## src/rtl/imem_fetch_arbiter_if.sv

```systemverilog
// Bundle of the fetch, loader and memory-side signals around the instruction
// memory arbiter. The arbiter uses the slave view; requesters and the memory
// model use the master view.
interface imem_fetch_arbiter_if #(
    parameter int ADDR_W = 5
) ();
    logic              fetch_req;
    logic [31:0]       fetch_pc;
    logic              fetch_valid;
    logic [31:0]       fetch_instr;
    logic              fetch_misalign;
    logic              fetch_busy;
    logic              load_req;
    logic [ADDR_W-1:0] load_addr;
    logic [7:0]        load_data;
    logic              load_ack;
    logic [ADDR_W-1:0] mem_addr;
    logic              mem_we;
    logic [7:0]        mem_wdata;
    logic [7:0]        mem_rdata;

    modport slave (
        input  fetch_req, fetch_pc, load_req, load_addr, load_data, mem_rdata,
        output fetch_valid, fetch_instr, fetch_misalign, fetch_busy,
               load_ack, mem_addr, mem_we, mem_wdata
    );

    modport master (
        output fetch_req, fetch_pc, load_req, load_addr, load_data, mem_rdata,
        input  fetch_valid, fetch_instr, fetch_misalign, fetch_busy,
               load_ack, mem_addr, mem_we, mem_wdata
    );
endinterface

```

## src/rtl/imem_fetch_arbiter.sv

```systemverilog
// Arbiter for the single byte-wide instruction memory port. A fetch reads four
// consecutive bytes (wrapping at the top of memory) and assembles them
// big-endian; a load writes one byte. Ties between the two requesters are
// broken round-robin, with the loader winning the first tie after reset.
module imem_fetch_arbiter #(
    parameter int ADDR_W = 5
) (
    input  logic                 clk,
    input  logic                 rst_n,
    imem_fetch_arbiter_if.slave  bus
);

    typedef enum logic [2:0] {
        IDLE = 3'd0,
        RD0  = 3'd1,
        RD1  = 3'd2,
        RD2  = 3'd3,
        RD3  = 3'd4,
        WR   = 3'd5
    } state_t;

    typedef enum logic {
        GRANT_FETCH = 1'b0,
        GRANT_LOAD  = 1'b1
    } grant_t;

    state_t            state_q, state_d;
    grant_t            last_grant_q, last_grant_d;
    logic [ADDR_W-1:0] pc_q, pc_d;
    logic [ADDR_W-1:0] addr_q, addr_d;
    logic [7:0]        data_q, data_d;
    logic [23:0]       instr_q, instr_d;
    logic [31:0]       fetch_instr_q, fetch_instr_d;
    logic              fetch_misalign_q, fetch_misalign_d;
    logic              fetch_valid_q, fetch_valid_d;

    logic [ADDR_W-1:0] mem_addr;
    logic              mem_we;
    logic [7:0]        mem_wdata;
    logic              load_ack;
    logic              fetch_busy;
    logic              grant_fetch;
    logic              grant_load;

    // PC bits above the memory depth are meaningless here and intentionally dropped.
    logic unused_pc_bits;
    assign unused_pc_bits = ^bus.fetch_pc[31:ADDR_W];

    // Round-robin choice between the two requesters, only meaningful in IDLE.
    always_comb begin
        grant_fetch = 1'b0;
        grant_load  = 1'b0;
        if (bus.fetch_req && bus.load_req) begin
            grant_fetch = (last_grant_q == GRANT_LOAD);
            grant_load  = (last_grant_q == GRANT_FETCH);
        end else begin
            grant_fetch = bus.fetch_req;
            grant_load  = bus.load_req;
        end
    end

    // Next-state, byte assembly and memory port drive for each phase.
    always_comb begin
        state_d          = state_q;
        last_grant_d     = last_grant_q;
        pc_d             = pc_q;
        addr_d           = addr_q;
        data_d           = data_q;
        instr_d          = instr_q;
        fetch_instr_d    = fetch_instr_q;
        fetch_misalign_d = fetch_misalign_q;
        fetch_valid_d    = 1'b0;
        mem_addr         = '0;
        mem_we           = 1'b0;
        mem_wdata        = 8'h00;
        load_ack         = 1'b0;
        fetch_busy       = 1'b0;

        case (state_q)
            IDLE: begin
                if (grant_fetch) begin
                    pc_d         = bus.fetch_pc[ADDR_W-1:0];
                    last_grant_d = GRANT_FETCH;
                    state_d      = RD0;
                end else if (grant_load) begin
                    addr_d       = bus.load_addr;
                    data_d       = bus.load_data;
                    last_grant_d = GRANT_LOAD;
                    state_d      = WR;
                end
            end
            RD0: begin
                fetch_busy     = 1'b1;
                mem_addr       = pc_q;
                instr_d[23:16] = bus.mem_rdata;
                state_d        = RD1;
            end
            RD1: begin
                fetch_busy     = 1'b1;
                mem_addr       = pc_q + ADDR_W'(1);
                instr_d[15:8]  = bus.mem_rdata;
                state_d        = RD2;
            end
            RD2: begin
                fetch_busy     = 1'b1;
                mem_addr       = pc_q + ADDR_W'(2);
                instr_d[7:0]   = bus.mem_rdata;
                state_d        = RD3;
            end
            RD3: begin
                fetch_busy       = 1'b1;
                mem_addr         = pc_q + ADDR_W'(3);
                fetch_instr_d    = {instr_q, bus.mem_rdata};
                fetch_misalign_d = (pc_q[1:0] != 2'b00);
                fetch_valid_d    = 1'b1;
                state_d          = IDLE;
            end
            WR: begin
                mem_addr  = addr_q;
                mem_wdata = data_q;
                mem_we    = 1'b1;
                load_ack  = 1'b1;
                state_d   = IDLE;
            end
            default: begin
                state_d = IDLE;
            end
        endcase
    end

    // State and datapath registers; reset aborts any in-flight transfer.
    always_ff @(posedge clk) begin
        if (!rst_n) begin
            state_q          <= IDLE;
            last_grant_q     <= GRANT_FETCH;
            pc_q             <= '0;
            addr_q           <= '0;
            data_q           <= 8'h00;
            instr_q          <= 24'h0;
            fetch_instr_q    <= 32'h0;
            fetch_misalign_q <= 1'b0;
            fetch_valid_q    <= 1'b0;
        end else begin
            state_q          <= state_d;
            last_grant_q     <= last_grant_d;
            pc_q             <= pc_d;
            addr_q           <= addr_d;
            data_q           <= data_d;
            instr_q          <= instr_d;
            fetch_instr_q    <= fetch_instr_d;
            fetch_misalign_q <= fetch_misalign_d;
            fetch_valid_q    <= fetch_valid_d;
        end
    end

    assign bus.fetch_valid    = fetch_valid_q;
    assign bus.fetch_instr    = fetch_instr_q;
    assign bus.fetch_misalign = fetch_misalign_q;
    assign bus.fetch_busy     = fetch_busy;
    assign bus.load_ack       = load_ack;
    assign bus.mem_addr       = mem_addr;
    assign bus.mem_we         = mem_we;
    assign bus.mem_wdata      = mem_wdata;

endmodule

```

## src/flat_wrapper.sv

```systemverilog
// flat-port wrapper written by rule: the top's interface ports become plain ports
module imem_fetch_arbiter_flat 
#(
    parameter int ADDR_W = 5
)
  (clk, rst_n, bus_fetch_req, bus_fetch_pc, bus_load_req, bus_load_addr, bus_load_data, bus_mem_rdata, bus_fetch_valid, bus_fetch_instr, bus_fetch_misalign, bus_fetch_busy, bus_load_ack, bus_mem_addr, bus_mem_we, bus_mem_wdata);
  imem_fetch_arbiter_if #(.ADDR_W(ADDR_W)) bus_i ();
  input  logic clk;
  input  logic rst_n;
  input wire logic [$bits(bus_i.fetch_req)-1:0] bus_fetch_req;
  input wire logic [$bits(bus_i.fetch_pc)-1:0] bus_fetch_pc;
  input wire logic [$bits(bus_i.load_req)-1:0] bus_load_req;
  input wire logic [$bits(bus_i.load_addr)-1:0] bus_load_addr;
  input wire logic [$bits(bus_i.load_data)-1:0] bus_load_data;
  input wire logic [$bits(bus_i.mem_rdata)-1:0] bus_mem_rdata;
  output wire logic [$bits(bus_i.fetch_valid)-1:0] bus_fetch_valid;
  output wire logic [$bits(bus_i.fetch_instr)-1:0] bus_fetch_instr;
  output wire logic [$bits(bus_i.fetch_misalign)-1:0] bus_fetch_misalign;
  output wire logic [$bits(bus_i.fetch_busy)-1:0] bus_fetch_busy;
  output wire logic [$bits(bus_i.load_ack)-1:0] bus_load_ack;
  output wire logic [$bits(bus_i.mem_addr)-1:0] bus_mem_addr;
  output wire logic [$bits(bus_i.mem_we)-1:0] bus_mem_we;
  output wire logic [$bits(bus_i.mem_wdata)-1:0] bus_mem_wdata;
  assign bus_i.fetch_req = bus_fetch_req;
  assign bus_i.fetch_pc = bus_fetch_pc;
  assign bus_i.load_req = bus_load_req;
  assign bus_i.load_addr = bus_load_addr;
  assign bus_i.load_data = bus_load_data;
  assign bus_i.mem_rdata = bus_mem_rdata;
  assign bus_fetch_valid = bus_i.fetch_valid;
  assign bus_fetch_instr = bus_i.fetch_instr;
  assign bus_fetch_misalign = bus_i.fetch_misalign;
  assign bus_fetch_busy = bus_i.fetch_busy;
  assign bus_load_ack = bus_i.load_ack;
  assign bus_mem_addr = bus_i.mem_addr;
  assign bus_mem_we = bus_i.mem_we;
  assign bus_mem_wdata = bus_i.mem_wdata;
  imem_fetch_arbiter #(.ADDR_W(ADDR_W)) u_core (.clk(clk), .rst_n(rst_n), .bus(bus_i));
endmodule
```

## config.mk

```make
export PLATFORM = sky130hd
export DESIGN_NAME = imem_fetch_arbiter_flat
export DESIGN_NICKNAME = d
export VERILOG_FILES = /design/src/rtl/imem_fetch_arbiter_if.sv /design/src/rtl/imem_fetch_arbiter.sv /design/src/flat_wrapper.sv
export SDC_FILE = /design/constraint.sdc
export NUM_CORES = 1
export LEC_CHECK = 0
export ABC_AREA = 1
export CAP_MARGIN = 20
export CORE_MARGIN = 2
export CORE_UTILIZATION = 41
export CTS_CLUSTER_SIZE = 20
export DETAILED_ROUTE_END_ITERATION = 6
export PLACE_DENSITY = 0.76
export SLEW_MARGIN = 5
export SYNTH_ARGS = -nofsm -noshare
export SYNTH_HDL_FRONTEND = slang
export SYNTH_SLANG_ARGS = --single-unit
export TNS_END_PERCENT = 100
```

## constraint.sdc

```tcl
create_clock -name clk -period 2.2 [get_ports clk]
set_clock_uncertainty 0.2 [all_clocks]
set_input_delay 0.66 -clock clk [delete_from_list [all_inputs] [get_ports clk]]
set_output_delay 0.66 -clock clk [all_outputs]
set_load 0.02 [all_outputs]
```

# After elaboration in Yosys (flattened, before gate mapping)
# Index checks and enable logic that the tools add are counted.
[totals]
reg_bits = 80
out_inout_bits = 50
latchBits = 0
mem_bits_rw = 0
mem_count = 0
romBits = 0
[op_classes]
n_eq_ne = 6
mux = 12
add_sub_neg = 3
div = 0
magnitude_cmp = 0
multipliers = 0
n_reduce_logical = 8
shift = 0
bitwise_logic = 2
[op_table]
columns = ["operator", "n"]
rows = [
  ["$pmux W5 S5", 1],
  ["$pmux W3 S4", 1],
  ["$add A5 B2 Y5 const B", 2],
  ["$mux W8", 1],
  ["$mux W1", 7],
  ["$eq A3 B2 Y1 const B", 2],
  ["$eq A3 B3 Y1 const B", 2],
  ["$mux W3", 2],
  ["$add A5 B1 Y5 const B", 1],
  ["$reduce_and A2 Y1", 2],
  ["$reduce_bool A2 Y1", 2],
  ["$reduce_or A4 Y1", 1],
  ["$eq A3 B1 Y1 const B", 1],
  ["$logic_not A3 Y1", 1],
  ["$ne A3 B1 Y1 const B", 1],
  ["$reduce_and A3 Y1", 1],
  ["$not A1 Y1", 2],
  ["$logic_and A1 B1 Y1", 1],
]

# Longest topological paths before layout
[logic_depth]
depth_word = 5
depth_mapped = 13
ltp_nobuf = 12

# Worst setup path after synthesis
# Ideal clock, no wire load.
[synth_path]
path_type = "register to output"
startpoint = "reg u_core.state_q[0]"
endpoint = "out bus_mem_addr[4]"
t_arrival_ns = 1.560
t_required_ns = 1.340
slack_ns = -0.220
stages_incl_launch_ff = 13
path_cell_list = "dfxtp_1 nor2_2 nand2_2 buf_4 nand2_1 nand2_1 inv_1 ha_1 inv_1 nand2_1 nand3_1 nand3_1 nand2_1"
[synth_via]
elab_chain_len = 2
[synth_rtl]
columns = ["element", "line_no", "text"]
rows = [
  ["from (decl)", "imem_fetch_arbiter.sv:27", "state_t state_q, state_d;"],
  ["from (signal assigned)", "imem_fetch_arbiter.sv:144", "state_q <= state_d;"],
  ["$eq A3 B3 Y1 (tied with other cells)", "imem_fetch_arbiter.sv:79", "case (state_q)"],
  ["$pmux W5 S5 *", "imem_fetch_arbiter.sv:79", ""],
  ["to (decl)", "flat_wrapper.sv:21", "output wire logic [$bits(bus_i.mem_addr)-1:0] bus_mem_addr;"],
]
# Mark *: on every way between the ends. The rest lies on a longest branch, timed or not.

# Worst setup path in the final report
[layout_path]
startpoint = "reg u_core.state_q[1]"
endpoint = "out bus_mem_addr[2]"
# Same word-level chain as after synthesis.

==> summary.txt <==
Run status
  – Outcome: finished, violations left
  – Violated checks: negative setup slack

Synth
  – Post-synthesis cell type count: 24
  – Share of the synthesized area in the top cell type: 0.509
  – FFs w/ async S/R, synth: 0
  – Number of flops mapped to enable cells by yosys: 0
  – Register area share after synthesis: 0.509
  – Netlist Area Pre-Place: 0.00315 mm^2
  – Synthesis-stage register bit count: 80
  – Main area contributors after synthesis: dfxtp_1, nor2_1, o21ai_0, a21oi_1, nand2_1
  – Yosys synthesis warning count: 0
  – Syn Nets: 475
  – Synth area leader: dfxtp_1
  – Top FF cell, synth: dfxtp_1
  – Syn avg cell area: 7.57 um^2
  – Gate Count Post-Synth: 416

Cells and area
  – Share of cells above drive strength 1: 0.222
  – Area delta synth->final: 50.5%
  – ANT cells: 0
  – Fill cells: 614
  – Total Nets Final: 581
  – Fin cells: 626

Critical path
  – CP Max Fanout: 3
  – FF-to-FF End: u_core.addr_q[4]$_SDFFE_PN0P_
  – CP dominant cell by count: nand3_2
  – Critical Path RT: 1340 ps
  – Critical-path top delay cell: dfxtp_2
  – Crit path buf inv count: 4
  – Slowest stage delay, CP: 350 ps
  – CP delay by family, top: simple AND/OR/NAND/NOR gates
  – Reg2Reg Depth: 7
  – Arr. time, crit path: 1730 ps
  – Crit end category: output port
  – Flop2flop setup slack: 360 ps
  – Critical Path, Cell by Cell: nor2_4 -> nand3_2 -> nand2_2 -> inv_2 -> ha_4 -> inv_4 -> buf_6 -> nand3_2 -> nand3_2 -> nand3_2 -> buf_6
  – Critical path startpoint category: register
  – WS Path Type: register to output port
  – RR Startpoint: u_core.state_q[2]$_SDFFE_PN0P_

GRT
  – Global-route wire length before repair: 12600 um
  – Vias in the first global route: 2821
  – Total global routing overflow: 0
  – Antenna violations before repair: 0
  – Largest net degree at the start of global routing: 48
  – Gr usage total: 0.184

Power and ir drop
  – Internal power: 0.00302 W
  – Sw Share: 0.333
  – Combinational Power Share: 0.337
  – PwrDens: 955 mW/mm^2
  – Clk network pwr share: 0.263
  – Leak: 2.11 nW
  – Switching pwr: 0.00151 W
  – PnR Total Power: 0.00453 W
  – Worst vdd ir: 0.000547 V
  – Reg power frac: 0.401

Hold path
  – Hold Path End: u_core.bus.fetch_instr[29]$_SDFFE_PN0N_
  – Hold_sp: u_core.instr_q[21]$_SDFFE_PN0P_
  – Worst Hold Path Cells: 2
  – Hold Crit Class: register to register

Timing
  – Slew margin rel.: 0.754
  – WHS: 258 ps
  – Fmax: 0.387 GHz
  – Slew of the pin with the lowest slew margin: 370 ps
  – Final cycle utilization of the critical path: 1.18
  – Worst setup margin: -385 ps
  – Final Hold Fails: 0
  – Setup TNS: -2050 ps
  – Final setup violation count: 14
  – Max-slew violations: 0
  – Post-layout min period: 2590 ps
  – RSZ-0062 raised after global routing: true

Clock tree
  – Max clock buf depth: 2
  – Reg clk slew, reported paths: 80 ps
  – CTS root buffer: clkbuf_8
  – CTS tree: yes
  – TritonCTS Buffers: 9
  – Clock Latency Late Sink: 350 ps
  – CTS H-tree depth: 3
  – Clock Sinks: 80

Route
  – Avg Vias per Cell: 4.80
  – Via count: 3006
  – Antenna Nets Post-Route: 0
  – Iteration-0 DRC count of the detailed router: 110
  – DR WL/cell: 12.6 um
  – Pre-antenna DRT Iters: 4
  – DRC: 0
  – Total Wirelength: 7880 um

Run
  – Max_cap viols: 0

Floorplan
  – Die W: 91.6 um
  – Core area: 0.00733 mm^2
  – Cell Rows: 31
  – Die Area: 0.00840 mm^2
  – Top-Level Pins: 107
  – Initial Util: 0.430
  – Die Y: 91.6 um

Place
  – DP HPWL: 5280 um
  – Port Buf Inserts: 79
  – Inst Count DP: 603
  – Setup WS pre-CTS: -496 ps
  – GPL Wtd Cong: 0.798
==> cell type report <==
type	count	area (um^2)	area share
clock inverters	6	92.6	0.0195
well taps	99	124	0.0261
inverters	33	144	0.0304
flip-flops and latches	80	1610	0.340
clock buffers	10	128	0.0269
multi-input cells	283	1470	0.310
repair buffers	115	1170	0.248
==> cells by family (layout without fill, tap and decap cells) <==
family | count (synthesis) | count (layout) | share of synthesized area
AO/OA/AOI/OAI | 107 | 107 | 0.172
buffers and inverters | 53 | 164 | 0.0799
AND/OR/NAND/NOR | 173 | 173 | 0.228
flip-flops | 80 | 80 | 0.509
XOR/XNOR | 1 | 1 | 0.00278
adder cells (fa/ha/maj) | 2 | 2 | 0.00794
==> synth_stat cells, types with 2 or more instances <==
library cell,n
nand2_2,3
o21ai_1,4
inv_2,4
a21oi_1,32
ha_1,2
dfxtp_1,80
buf_2,4
clkbuf_1,7
buf_4,6
nand3_1,15
nor2_1,118
nand2_1,31
inv_1,27
a22oi_1,3
nand2_4,2
o21ai_0,68
buf_6,3
==> worst register-to-register path: stages, from the launching register on <==
cell and delay, ps:
dfxtp_4 380, buf_6 130, buf_4 130, nor3_4 270, nand2_2 280, inv_1 220, nor2_1 60, nor2_1 110
==> what timing repair did <==
action                     in CTS  in global routing
hold buffers                    0                  0
pin swaps                       8                  3
setup endpoints to repair      16                 28
setup buffers                   2                  5
resized for setup             115                 55
==> layout by cell type, fill, tap and decap left out, types with 2 or more instances in the layout <==
master	count
a21oi_1	32
a22oi_2	3
buf_12	3
buf_4	26
buf_6	22
bufinv_16	2
clkbuf_8	9
clkdlybuf4s50_1	50
clkinvlp_4	2
dfxtp_1	76
dfxtp_2	2
dfxtp_4	2
dlymetal6s2s_1	12
inv_1	23
inv_2	4
inv_4	3
inv_6	2
nand2_1	23
nand2_2	9
nand2_4	4
nand3_1	9
nand3_2	5
nand3_4	2
nor2_1	110
nor2_4	10
o21ai_0	67
o21ai_1	4
==> sequential cells by signal, summed over array words and instances, names as in the netlist <==
| signal | cells |
|---|---|
| u_core.bus.fetch_misalign | 1 |
| u_core.bus.fetch_instr | 32 |
| u_core.addr_q | 5 |
| u_core.last_grant_q | 1 |
| u_core.data_q | 8 |
| u_core.state_q | 3 |
| u_core.instr_q | 24 |
| u_core.pc_q | 5 |
| u_core.bus.fetch_valid | 1 |
==> worst max path at each step <==
| stage | startpoint | to | slack [ps] | depth (start not counted) |
|---|---|---|---|---|
| detailed placement | u_core.state_q[1]$_SDFFE_PN0P_ | bus_mem_addr[4] | -500 | 11 |
| CTS | u_core.state_q[0]$_SDFFE_PN0P_ | bus_mem_addr[2] | -340 | 11 |
| global placement | u_core.state_q[1]$_SDFFE_PN0P_ | bus_mem_addr[4] | -460 | 11 |
| global route | u_core.state_q[1]$_SDFFE_PN0P_ | bus_mem_addr[2] | -490 | 11 |
| finish | u_core.state_q[1]$_SDFFE_PN0P_ | bus_mem_addr[2] | -390 | 11 |
| floorplan | u_core.state_q[1]$_SDFFE_PN0P_ | bus_mem_addr[4] | -10 | 13 |
==> through the flow <==
| step | instance area [um^2] | util |
|---|---|---|
| floorplan | 3180 | - |
| global placement | 4200 | 0.573 |
| detailed placement | 4200 | 0.573 |
| CTS | 4540 | 0.619 |
| global route | 4740 | 0.647 |
| finish | 4740 | 0.647 |
==> metal layers <==
layer	part of all wire	track usage	up-vias
li1	-	-	1551
met1	0.43	0.226	1357
met2	0.51	0.313	87
met3	0.052	0.0378	11
met4	0.011	0.0783	0
met5	0	0	-
==> power groups by stage <==
stage,clock [W],sequential [W],combinational (W)
after floorplan,0,0.00197,0.000670
after global placement,0,0.00183,0.00133
after detailed placement,0,0.00184,0.00135
after CTS,0.00121,0.00181,0.00142
after global routing,0.00128,0.00184,0.00167
final,0.00119,0.00181,0.00152
No activity file was read; power rests on OpenSTA's default activity.
